==> config.mk <==
export PLATFORM = sky130hd
export DESIGN_NAME = mode_controller
export DESIGN_NICKNAME = d
export VERILOG_FILES = /design/src/rtl/mode_pkg.sv /design/src/rtl/btn_conditioner.sv /design/src/rtl/mode_controller.sv
export SDC_FILE = /design/constraint.sdc
export NUM_CORES = 1
export LEC_CHECK = 0
export BUFFER_PORTS_ARGS = -buffer_cell sky130_fd_sc_hd__buf_2
export CAP_MARGIN = 20
export CORE_MARGIN = 1.5
export CORE_UTILIZATION = 45
export DETAILED_ROUTE_END_ITERATION = 8
export SETUP_SLACK_MARGIN = 0.3
export SLEW_MARGIN = 40
export SYNTH_ARGS = -nofsm -noshare
export SYNTH_HDL_FRONTEND = slang
export SYNTH_SLANG_ARGS = --single-unit
export TNS_END_PERCENT = 100
==> constraint.sdc <==
create_clock -name clk -period 3.49 [get_ports clk]
set_input_delay 0.698 -clock clk [delete_from_list [all_inputs] [get_ports clk]]
set_output_delay 0.698 -clock clk [all_outputs]
set_load 0.01 [all_outputs]
==> src/rtl/mode_pkg.sv <==
// Shared encodings for the display-mode sequencer: mux select codes,
// FSM states, button indices and small state-mapping helpers.
package mode_pkg;

  // Codes presented to the 4:1 time mux.
  typedef enum logic [1:0] {
    MODE_12H = 2'b00,
    MODE_24H = 2'b01,
    MODE_SW  = 2'b10,
    MODE_TMR = 2'b11
  } mode_e;

  // Sequencer states; ALARM sits outside the select rotation.
  typedef enum logic [2:0] {
    ST_12H,
    ST_24H,
    ST_SW,
    ST_TMR,
    ST_ALARM
  } state_e;

  // Bit positions of the four buttons in the conditioned press vector.
  localparam int BTN_SELECT  = 0;
  localparam int BTN_TOGGLE  = 1;
  localparam int BTN_ADD_ONE = 2;
  localparam int BTN_ADD_TEN = 3;
  localparam int NUM_BTNS    = 4;

  // Mux code shown for a state; the alarm forces the timer view.
  function automatic mode_e state_to_mode(input state_e s);
    case (s)
      ST_12H:  return MODE_12H;
      ST_24H:  return MODE_24H;
      ST_SW:   return MODE_SW;
      default: return MODE_TMR;
    endcase
  endfunction

  // Select-button rotation 12H -> 24H -> SW -> TMR -> 12H.
  function automatic state_e next_mode_state(input state_e s);
    case (s)
      ST_12H:  return ST_24H;
      ST_24H:  return ST_SW;
      ST_SW:   return ST_TMR;
      default: return ST_12H;
    endcase
  endfunction

endpackage

==> src/rtl/btn_conditioner.sv <==
// One push-button front end: 2-FF synchronizer, tick-sampled debounce,
// and a single-clk press pulse on the rising edge of the debounced level.
module btn_conditioner #(
  parameter int DEBOUNCE_TICKS = 20
) (
  input  logic clk,
  input  logic reset,
  input  logic tick_1khz,
  input  logic btn_raw,
  output logic press
);

  localparam int CW = $clog2(DEBOUNCE_TICKS + 1);
  localparam logic [CW-1:0] CNT_LAST = CW'(DEBOUNCE_TICKS - 1);

  logic          sync_1;
  logic          sync_2;
  logic          level;
  logic [CW-1:0] count;

  // Bring the asynchronous button level into the clk domain.
  // NOTE: sequential state uses non-blocking assignments so every flop samples pre-edge values.
  always_ff @(posedge clk or posedge reset) begin
    if (reset) begin
      sync_1 <= 1'b0;
      sync_2 <= 1'b0;
    end else begin
      sync_1 <= btn_raw;
      sync_2 <= sync_1;
    end
  end

  // Accept a new level after DEBOUNCE_TICKS consecutive differing samples; pulse on acceptance of a 1.
  always_ff @(posedge clk or posedge reset) begin
    if (reset) begin
      level <= 1'b0;
      count <= '0;
      press <= 1'b0;
    end else begin
      press <= 1'b0;
      if (tick_1khz) begin
        if (sync_2 == level) begin
          count <= '0;
        end else if (count == CNT_LAST) begin
          level <= sync_2;
          count <= '0;
          press <= sync_2;
        end else begin
          count <= count + CW'(1);
        end
      end
    end
  end

endmodule

==> src/rtl/mode_controller.sv <==
// Display-mode sequencer: conditions the four buttons, rotates the mux
// select, routes toggle/add strobes to the owning block, runs the
// timer-expiry alarm with display blink, and registers the palette select.
module mode_controller
  import mode_pkg::*;
#(
  parameter int DEBOUNCE_TICKS = 20,
  parameter int ALARM_TICKS    = 5000,
  parameter int BLINK_TICKS    = 250
) (
  input  logic       clk,
  input  logic       reset,
  input  logic       tick_1khz,
  input  logic       select_btn,
  input  logic       toggle_btn,
  input  logic       add_one_btn,
  input  logic       add_ten_btn,
  input  logic       timer_done,
  output logic [1:0] select,
  output logic       sw_toggle,
  output logic       tmr_toggle,
  output logic       tmr_add_one,
  output logic       tmr_add_ten,
  output logic       alarm_active,
  output logic       blank,
  output logic       palette
);

  localparam int AW = $clog2(ALARM_TICKS + 1);
  localparam int BW = $clog2(BLINK_TICKS + 1);
  localparam logic [AW-1:0] ALARM_LAST = AW'(ALARM_TICKS - 1);
  localparam logic [BW-1:0] BLINK_LAST = BW'(BLINK_TICKS - 1);

  logic [NUM_BTNS-1:0] btn_raw;
  logic [NUM_BTNS-1:0] press;
  logic                done_q;
  logic                done_rise;
  logic                any_press;
  logic                alarm_timeout;
  state_e              state;
  state_e              state_nxt;
  logic [AW-1:0]       alarm_cnt;
  logic [BW-1:0]       blink_cnt;

  assign btn_raw = {add_ten_btn, add_one_btn, toggle_btn, select_btn};

  for (genvar i = 0; i < NUM_BTNS; i++) begin : g_btn
    btn_conditioner #(
      .DEBOUNCE_TICKS(DEBOUNCE_TICKS)
    ) u_btn (
      .clk      (clk),
      .reset    (reset),
      .tick_1khz(tick_1khz),
      .btn_raw  (btn_raw[i]),
      .press    (press[i])
    );
  end

  // Previous timer_done level, so expiry is taken only on its rising edge.
  always_ff @(posedge clk or posedge reset) begin
    if (reset) done_q <= 1'b0;
    else       done_q <= timer_done;
  end

  assign done_rise     = timer_done & ~done_q;
  assign any_press     = |press;
  assign alarm_timeout = tick_1khz && (alarm_cnt == ALARM_LAST);

  // Next state: alarm entry beats any press; any press or timeout leaves the alarm.
  // NOTE: state_nxt is defaulted before any branch so no path can infer a latch.
  always_comb begin
    state_nxt = state;
    if (state == ST_ALARM) begin
      if (any_press || alarm_timeout) state_nxt = ST_TMR;
    end else if (done_rise) begin
      state_nxt = ST_ALARM;
    end else if (press[BTN_SELECT]) begin
      state_nxt = next_mode_state(state);
    end
  end

  // Registered state, select/palette, routed strobes and alarm blink timing.
  always_ff @(posedge clk or posedge reset) begin
    if (reset) begin
      state        <= ST_12H;
      select       <= MODE_12H;
      palette      <= 1'b0;
      sw_toggle    <= 1'b0;
      tmr_toggle   <= 1'b0;
      tmr_add_one  <= 1'b0;
      tmr_add_ten  <= 1'b0;
      alarm_active <= 1'b0;
      blank        <= 1'b0;
      alarm_cnt    <= '0;
      blink_cnt    <= '0;
    end else begin
      state        <= state_nxt;
      select       <= state_to_mode(state_nxt);
      palette      <= (state_nxt == ST_24H);
      alarm_active <= (state_nxt == ST_ALARM);
      // Strobes follow the mode the press arrived in; alarm entry swallows them.
      sw_toggle    <= press[BTN_TOGGLE]  && (state == ST_SW)  && !done_rise;
      tmr_toggle   <= press[BTN_TOGGLE]  && (state == ST_TMR) && !done_rise;
      tmr_add_one  <= press[BTN_ADD_ONE] && (state == ST_TMR) && !done_rise;
      tmr_add_ten  <= press[BTN_ADD_TEN] && (state == ST_TMR) && !done_rise;
      if ((state != ST_ALARM) || (state_nxt != ST_ALARM)) begin
        // Outside the alarm, and on entry/exit, timing restarts with the display lit.
        alarm_cnt <= '0;
        blink_cnt <= '0;
        blank     <= 1'b0;
      end else if (tick_1khz) begin
        alarm_cnt <= alarm_cnt + AW'(1);
        if (blink_cnt == BLINK_LAST) begin
          blink_cnt <= '0;
          blank     <= ~blank;
        end else begin
          blink_cnt <= blink_cnt + BW'(1);
        end
      end
    end
  end

endmodule

==> results.toml, run 1 <==
[yosys]
yosysMostFrequentCell = "dfrtp_1"
netlist_area_um2 = 3310
synth_area_per_cell_um2 = 10.5
syn-num-nets = 331
ys_top_cells_by_area = "dfrtp_1, nor2_1, xor2_1"
async_flop_share = 1.00
yosysSeqAreaShare = 0.530
synthCells = 316
synth_seq_cells = 70
synthDominantCellAreaShare = 0.530
yosysTopAreaCell = "dfrtp_1"
synth-edff-count = 0
ys_types = 53
yosys_warnings = 0
ys_top_cells_by_count = "dfrtp_1, nor2_1, nand2_1"
yosys_most_used_dff = "dfrtp_1"

[die]
num_rows = 31
initial_core_util = 0.461
io_pins = 17
die_h_um = 88.7
die_w_um = 88.7
core_area_um2 = 7180
dieArea_um2 = 7870

[power]
leakage_nw = 1.68
comb_power_share = 0.152
clkPwrFrac = 0.325
p_int_mw = 1.42
power_density_nw_per_um2 = 544
peakVddDrop_uv = 282
swShare = 0.294
pwr-share-seq = 0.523
power_switching_mw = 0.590

[global_routing]
antenna_found_initial = 0
track_usage = 0.159
grt_pass1_wl_um = 9690
grt_max_degree = 48
grt_pass1_vias = 2129
grt_overflow = 0

[timing]
maxSlewViolCount = 0
max_freq_ghz = 0.460
layout_setup_ws_ns = 1.32
finalCritPeriodShare = 0.622
rsz0062_at_grt = "false"
finalSetupViolations = 0
finalHoldViolCount = 0
fin_skew_ns = 0.0102
tns_ns = 0
slew_headroom = 0.589
timing_worst_slew_pin_value_ns = 0.616
period_minus_slack_ns = 2.17

[clocking]
cts_hold_buf = 0
clock_path_buffers = 2
cts.clk_slew.worst_paths_ns = 0.07
ctsResizeCount = 0
post_cts_buffers = 0
clockRootBuffer = "clkbuf_8"
cts_tree = "built"
cts_buffers = 9
clock-sinks = 70
htreeDepth = 3
clk_latency_ns = 0.34

[setup_path]
cp.buffers_inverters = 1
crit_family = "simple AND/OR/NAND/NOR gates"
cp.arrival_ns = 2.39
crit_path_top_delay_cell = "nand4_2"
cp_slowest_stage_delay_ns = 0.48
required_ns = 3.71
crit_path_start_kind = "input port"
path_cells = "buf_2 -> nor2b_1 -> o32a_2 -> nand4_2 -> a311oi_1"
endpoint_kind = "flip-flop"
r2r_start = "alarm_cnt[3]$_DFFE_PP0P_"
startpoint = "timer_done"
crit_fanout = 22
critical_path_class = "in -> reg"

[route]
num_vias = 2306
drt_pass1_iterations = 4
viasPerCell = 5.25
finalWirelength_um = 5640
drc = 0
drt-wirelength-per-cell_um = 12.8
drtAntennaViolNets = 0
initialDrtViolationCount = 107

[finish]
fin_nets = 350
antenna_cells = 0
final_cell_area_um2 = 3690
num-fill-cells = 658
post-route-util = 0.514
drive_gt1_frac = 0.141
syn_to_final_growth_pct = 11.6
layout.cells.non_filler = 439

[place]
place_hpwl_um = 3750
place_congestion = 0.834
dp_cells = 423
place_ws_ns = 0.973
io_buffer_count = 16
dpl-instance-area_um2 = 3470

[status]
status = "finished, final reports clean"

[min_path]
min_path_type = "reg -> reg"
holdCritStartpoint = "g_btn[3].u_btn.sync_1$_DFF_PP0_"

[flow_run]
maxCapViolCount = 0
==> area by class of cell <==
| cell class | count | area, um2 | area share |
|---|---|---|---|
| Tap cell | 99 | 124 | 0.0336 |
| Inverter | 15 | 56.3 | 0.0153 |
| Multi-Input combinational cell | 220 | 1450 | 0.394 |
| Sequential cell | 70 | 1750 | 0.475 |
| Clock inverter | 5 | 58.8 | 0.0159 |
| Timing Repair Buffer | 19 | 103 | 0.0278 |
| Clock buffer | 11 | 141 | 0.0383 |
==> path summary, 6_finish.rpt <==
path	slack, ns	cells past startpoint	end
setup / recovery	1.32	5	blink_cnt[3]$_DFFE_PP0P_
hold / removal	0.35	0	g_btn[3].u_btn.sync_2$_DFF_PP0_
setup reg to reg	1.33	4	blink_cnt[3]$_DFFE_PP0P_
hold reg to reg	0.35	0	g_btn[3].u_btn.sync_2$_DFF_PP0_
max in group asynchronous	2.31	3	alarm_cnt[2]$_DFFE_PP0P_
min in group asynchronous	0.42	2	sw_toggle$_DFF_PP0_
==> kinds of logic after synthesis <==
group	Yosys count	share of synthesized area
mux	10	0.0318
fa+ha+maj	7	0.0265
buf+inv	26	0.0348
flops	70	0.530
xor+xnor	18	0.0477
compound gates	55	0.107
simple gates	130	0.223
==> power by group through the flow <==
stage               logic, mW  clock network (mW)  registers, mW
finish                  0.304               0.653           1.05
global route            0.358               0.705           1.07
CTS                     0.308               0.673           1.05
detailed placement      0.307                   0           1.06
global placement        0.298                   0           1.06
floorplan               0.271                   0           1.02
==> cell usage in the layout, fill, tap and decap left out, drive strengths merged, types with 4 or more instances in the layout <==
cell,count
nand2b,10
mux2,4
inv,15
nand3,10
nand3b,4
o22ai,5
a21o,5
dfrtp,70
mux2i,6
xor2,11
nand2,22
ha,7
nand4,10
xnor2,7
o21ai,16
nor2,27
nor2b,4
and3,13
a21oi,11
clkbuf,11
nor3,4
buf,19
nor3b,6
==> metal layers <==
metal | wire length (um) | global-route usage | up-vias
met4 | 91 | 0.0810 | 0
li1 | - | - | 1161
met1 | 2710 | 0.205 | 1105
met5 | 0 | 0 | -
met2 | 2710 | 0.254 | 31
met3 | 135 | 0.0308 | 9
==> sequential cells by signal (all words and copies together) (netlist names) <==
signal	count
blank	1
g_btn.u_btn.count	20
palette	1
sw_toggle	1
g_btn.u_btn.sync_1	4
tmr_add_ten	1
g_btn.u_btn.sync_2	4
done_q	1
tmr_add_one	1
alarm_active	1
g_btn.u_btn.level	4
select	2
g_btn.u_btn.press	4
blink_cnt	8
tmr_toggle	1
state	3
alarm_cnt	13
==> metrics by stage <==
stage          total power, mW  hold slack, ns
2_1_floorplan             1.29           0.331
3_3_place_gp              1.36           0.333
3_5_place_dp              1.37           0.336
4_1_cts                   2.03           0.353
5_1_grt                   2.14           0.363
6_report                  2.01           0.350
(Power assumes the default switching activity.)
==> run 2: changes to the inputs <==
==> constraint.sdc (replaced) <==
create_clock -name clk -period 2.1 [get_ports clk]
set_input_delay 0.42 -clock clk [delete_from_list [all_inputs] [get_ports clk]]
set_output_delay 0.42 -clock clk [all_outputs]
set_load 0.01 [all_outputs]
==> run 2 against run 1 <==
- combinational power grew 98%
- utilization grew 1.7 points
- sequential share of layout area shrank 1.4 points
- critical path type is now reg -> reg
- highest routed layer unchanged
==> results.toml, run 2 (synthesis results as in run 1) <==
[status]
status = "finished, final reports clean"

[timing]
maxSlewViolCount = 0
tns_ns = 0
slew_headroom = 0.688
finalSetupViolations = 0
timing_worst_slew_pin_value_ns = 0.467
fin_skew_ns = 0.0115
finalCritPeriodShare = 0.874
period_minus_slack_ns = 1.84
finalHoldViolCount = 0
max_freq_ghz = 0.545
rsz0062_at_grt = "true"

[route]
drt_pass1_iterations = 4
drt-wirelength-per-cell_um = 14.0
wirelength_met1_um = 3020
finalWirelength_um = 6240
dr_wl_met2_um = 2870
wl_met3_um = 233
initialDrtViolationCount = 116
drc = 0
viasPerCell = 5.39
topRoutingLayerUsed = "met4"
num_vias = 2409
drtAntennaViolNets = 0

[clocking]
clk_latency_ns = 0.34
clock_path_buffers = 2
htreeDepth = 3
cts_hold_buf = 0
clock-sinks = 70
cts_tree = "built"
cts_buffers = 9
cts.clk_slew.worst_paths_ns = 0.07
clockRootBuffer = "clkbuf_8"

[die]
io_pins = 17
die_w_um = 88.7
die_h_um = 88.7
initial_core_util = 0.461
num_rows = 31
core_area_um2 = 7180
dieArea_um2 = 7870

[place]
io_buffer_count = 16
place_hpwl_um = 3710
place_congestion = 0.841

[setup_path]
cp.buffers_inverters = 0
reg2regPathDepth = 3
crit_family = "simple AND/OR/NAND/NOR gates"
required_ns = 2.32
endpoint_kind = "flip-flop"
crit_cells = 3
startpoint = "alarm_cnt[11]$_DFFE_PP0P_"
critical_path_class = "reg -> reg"
crit_fanout = 7
crit_path_top_delay_cell = "or4_4"
cp.arrival_ns = 2.06
crit_path_start_kind = "flip-flop"
path_cells = "or4b_1 -> or4_4 -> o221a_2"
cp_slowest_stage_delay_ns = 0.53
r2r_start = "alarm_cnt[11]$_DFFE_PP0P_"

[finish]
fin_nets = 359
syn_to_final_growth_pct = 15.2
final_cell_mix = "dfrtp_1, nand2_1, nor2_1"
final_common_cell = "dfrtp_1"
largest_registers = "g_btn.u_btn.count x20, alarm_cnt x13, blink_cnt x8"
drive_gt1_frac = 0.201
regMostFlops = "g_btn.u_btn.count"
largest_reg_flops = 20
antenna_cells = 0

[power]
leakage_nw = 1.71
power_density_nw_per_um2 = 847
peakVddDrop_uv = 368
p_total_mw = 3.23

[global_routing]
grt_pass1_vias = 2247
antenna_found_initial = 0
grt_overflow = 0
grt_pass1_wl_um = 10200
track_usage = 0.170
grt_max_degree = 71

[flow_run]
maxCapViolCount = 0

[min_path]
min_path_type = "in -> async"
-- run 2: cell types whose count changed in the layout (fill, tap and decap cells not counted), sizes merged --
cell	before	now
nand4	10	13
clkbuf	11	10
clkinv	2	4
buf	19	25
inv	15	14
bufinv	1	0
-- run 2: path summary, 6_finish.rpt --
check	end	slack, ns
setup reg to reg	alarm_active$_DFF_PP0_	0.26
hold reg to reg	g_btn[0].u_btn.sync_2$_DFF_PP0_	0.35
min in group clk	g_btn[1].u_btn.sync_1$_DFF_PP0_	0.19
max in group asynchronous	alarm_cnt[5]$_DFFE_PP0P_	1.60
setup / recovery	alarm_active$_DFF_PP0_	0.26
hold / removal	tmr_add_one$_DFF_PP0_	0.16
-- run 2: per-stage QoR --
stage	instances	hold WS, ns	instance area (um2)	setup slack, ns	utilization
floorplan	316	0.331	3320	0.342	-
global placement	425	0.332	3530	0.227	0.491
detailed placement	425	0.336	3530	0.193	0.491
CTS	445	0.168	3750	0.278	0.523
global route	447	0.171	3810	0.185	0.531
finish	447	0.159	3810	0.265	0.531
-- run 2: worst reg2reg max path, cell delays in order (launching register included) --
cell and delay (ns):
dfrtp_1 0.38, or4b_1 0.51, or4_4 0.53, o221a_2 0.30
-- run 2: final cells by class --
type	count	area, um2
clock buffer	10	128
clock inverter	5	27.5
fill	626	3370
inverter	15	60.1
multi-input combinational	223	1540
sequential	70	1750
tap	99	124
timing repair buffer	25	173
-- run 2: report_power, final --
group | total [mW] | internal (mW) | switching, mW | leakage, nW
sequential | 1.74 | 1.53 | 0.210 | 0.897
clock | 0.887 | 0.413 | 0.474 | 0.0817
combinational | 0.601 | 0.293 | 0.308 | 0.731
-- run 2: metal layers --
metal / track usage / up-vias
li1: - / 1190
met1: 0.226 / 1172
met5: 0 / -
met3: 0.0522 / 12
met2: 0.249 / 35
met4: 0.0895 / 0
-- run 2: what timing repair did --
action | in CTS | in global routing
gates resized for setup | 4 | 13
endpoints found under the setup margin | 24 | 26
buffers inserted | 3 | 1
pin swaps | 0 | 10
cloned | 2 | 1
==> run 3: changes to the inputs <==
--- a/config.mk
+++ b/config.mk
@@ -5,8 +5,8 @@
 export SDC_FILE = /design/constraint.sdc
 export NUM_CORES = 1
 export LEC_CHECK = 0
+export ABC_AREA = 1
 export BUFFER_PORTS_ARGS = -buffer_cell sky130_fd_sc_hd__buf_2
-export CAP_MARGIN = 20
 export CORE_MARGIN = 1.5
 export CORE_UTILIZATION = 45
 export DETAILED_ROUTE_END_ITERATION = 8
==> run 3 against run 2 <==
- count of clock-buffer cells in the layout is 2 higher
- clock power is 32% higher
- first-iteration DRC count is 21% lower
- design area is 2.7% lower
- register-to-register slack better by 0.14 ns
- sequential share of layout area is 1.2 points higher
- synthesized area is 2.2% lower
- fmax is 8.2% higher
- wire length is 7.9% lower
- sequential cell count stayed put
- utilization is 0.86 points higher
- power is 1.7% higher
- largest cell class unchanged
==> results.toml, run 3 <==
[clocking]
cts.clk_slew.worst_paths_ns = 0.07
clk_latency_ns = 0.34
clock_path_buffers = 2
cts_tree = "built"
cts_buffers = 9
clock-sinks = 70
clockRootBuffer = "clkbuf_8"
htreeDepth = 3

[route]
drt-wirelength-per-cell_um = 12.1
viasPerCell = 4.80
drc = 0
drtAntennaViolNets = 0
initialDrtViolationCount = 92
num_vias = 2279
finalWirelength_um = 5750
drt_pass1_iterations = 5

[yosys]
synth_mux_area_frac = 0
synth_area_per_cell_um2 = 9.34
synth_fa_ha_area_frac = 0.0271
ys_top_cells_by_count = "dfrtp_1, nand2_1, inv_1"
yosysMostFrequentCell = "dfrtp_1"
synth_top_family_by_area = "simple AND/OR/NAND/NOR gates"
synth_simple_gate_area_frac = 0.233
synthDominantCellAreaShare = 0.542
yosys_most_used_dff = "dfrtp_1"
netlist_area_um2 = 3230
ys_top_cells_by_area = "dfrtp_1, nand2_1, nand3_1"
ys_types = 31
syn-num-nets = 361
synth_seq_cells = 70
yosysTopAreaCell = "dfrtp_1"
synth_compound_area_frac = 0.0627
yosysSeqAreaShare = 0.542
synth-edff-count = 0
yosys_warnings = 0
synthCells = 346
async_flop_share = 1.00
synth-xor-area-share = 0.0705

[setup_path]
endpoint_kind = "flip-flop"
crit_family = "simple AND/OR/NAND/NOR gates"
cp_slowest_stage_delay_ns = 0.41
required_ns = 2.37
path_cells = "ha_1 -> nand2_4 -> inv_2 -> nand2_1 -> nor2_1 -> nand2_1 -> nand2_1 -> nand2_2 -> nand2_4 -> nor2_8 -> buf_12 -> nand3_1 -> nand2_1"
critical_path_class = "reg -> reg"
crit_path_start_kind = "flip-flop"
crit_path_top_delay_cell = "dfrtp_1"
crit_fanout = 8
crit_top_cell = "nand2_1"
cp.buffers_inverters = 2
cp.arrival_ns = 1.97

[global_routing]
track_usage = 0.168
antenna_found_initial = 0
grt_pass1_wl_um = 9900
grt_overflow = 0
grt_max_degree = 28
grt_pass1_vias = 2233

[power]
p_total_mw = 3.28
peakVddDrop_uv = 472
leakage_nw = 1.79
power_switching_mw = 0.890
pwr-share-seq = 0.500
p_int_mw = 2.39
power_density_nw_per_um2 = 886
clkPwrFrac = 0.357
swShare = 0.271
comb_power_share = 0.143

[flow_run]
maxCapViolCount = 0

[timing]
rsz0062_at_grt = "true"
maxSlewViolCount = 0
tns_ns = 0
period_minus_slack_ns = 1.70
finalHoldViolCount = 0
timing_worst_slew_pin_value_ns = 0.483
fin_skew_ns = 0.0113
holdWs_ns = 0.0991
max_freq_ghz = 0.590
slew_headroom = 0.677
finalCritPeriodShare = 0.808
finalSetupViolations = 0
layout_setup_ws_ns = 0.404

[finish]
largest_reg_flops = 20
largest_registers = "g_btn.u_btn.count x20, alarm_cnt x13, blink_cnt x8"
final_common_cell = "dfrtp_1"
final_cell_area_um2 = 3700
fin_nets = 390
regMostFlops = "g_btn.u_btn.count"
antenna_cells = 0
final_cell_mix = "dfrtp_1, nand2_1, inv_1"
drive_gt1_frac = 0.150
syn_to_final_growth_pct = 14.6

[die]
initial_core_util = 0.470
num_rows = 30
dieArea_um2 = 7700
die_h_um = 87.7
die_w_um = 87.7
io_pins = 17
core_area_um2 = 6870

[place]
dpl-instance-area_um2 = 3440
place_congestion = 0.752
io_buffer_count = 16
place_ws_ns = 0.395
place_hpwl_um = 3960

[min_path]
min_path_type = "in -> async"

[status]
status = "finished, final reports clean"
run 3: final cells by class:
type / count / area, um2
well taps: 96 / 120
repair buffers: 23 / 158
fillers: 620 / 3160
flip-flops and latches: 70 / 1750
clock buffers: 12 / 145
clock inverters: 3 / 68.8
inverters: 43 / 168
multi-input cells: 228 / 1290
run 3: kinds of logic (layout without fill, tap and decap cells):
| group | count (synthesis) | in the layout |
|---|---|---|
| simple gates | 160 | 161 |
| flops | 70 | 70 |
| buf+inv | 49 | 81 |
| compound gates | 34 | 34 |
| xor+xnor | 26 | 26 |
| fa+ha+maj | 7 | 7 |
run 3: path summary, 6_finish.rpt:
check                           slack (ns)  cells after the start                              end                            start
worst max-delay path                  0.40                     13         blink_cnt[3]$_DFFE_PP0P_         alarm_cnt[0]$_DFFE_PP0P_
worst min-delay path                   0.1                      2                 done_q$_DFF_PP0_                            reset
worst max register to register        0.40                     13         blink_cnt[3]$_DFFE_PP0P_         alarm_cnt[0]$_DFFE_PP0P_
worst min register to register        0.35                      0  g_btn[1].u_btn.sync_2$_DFF_PP0_  g_btn[1].u_btn.sync_1$_DFF_PP0_
max in group asynchronous             1.45                      3         blink_cnt[7]$_DFFE_PP0P_                            reset
min in group clk                      0.19                      1  g_btn[0].u_btn.sync_1$_DFF_PP0_                       select_btn
run 3: worst reg2reg max path: cells and delay by family, from the launching register on:
kind	cells	cell delay, ns
flip-flops	1	0.41
buffers and inverters	2	0.18
adder cells (fa/ha/maj)	1	0.24
AND/OR/NAND/NOR	10	0.83
run 3: repair_timing:
item	4_1_cts	5_1_grt
buffers inserted	0	2
gates resized for setup	0	2
endpoints found under the setup margin	0	15
hold buffers	0	0
run 3: per-layer routing:
| layer | up-vias | global-route usage | share of wire | wire length, um |
|---|---|---|---|---|
| met1 | 1062 | 0.225 | 0.51 | 2940 |
| met2 | 30 | 0.256 | 0.44 | 2530 |
| met4 | 0 | 0.0736 | 0.018 | 106 |
| li1 | 1177 | - | - | - |
| met5 | - | 0 | 0 | 0 |
| met3 | 10 | 0.0434 | 0.030 | 172 |
run 3: through the flow:
stage                util  instances
floorplan               -        346
global placement    0.501        457
detailed placement  0.501        457
CTS                 0.532        472
global route        0.539        475
finish              0.539        475
run 3: power groups by stage:
stage               clock (mW)  combinational (mW)  sequential, mW
floorplan                    0               0.381            1.63
global placement             0               0.450            1.66
detailed placement           0               0.466            1.66
CTS                       1.21               0.469            1.64
global route              1.27               0.549            1.66
finish                    1.17               0.470            1.64
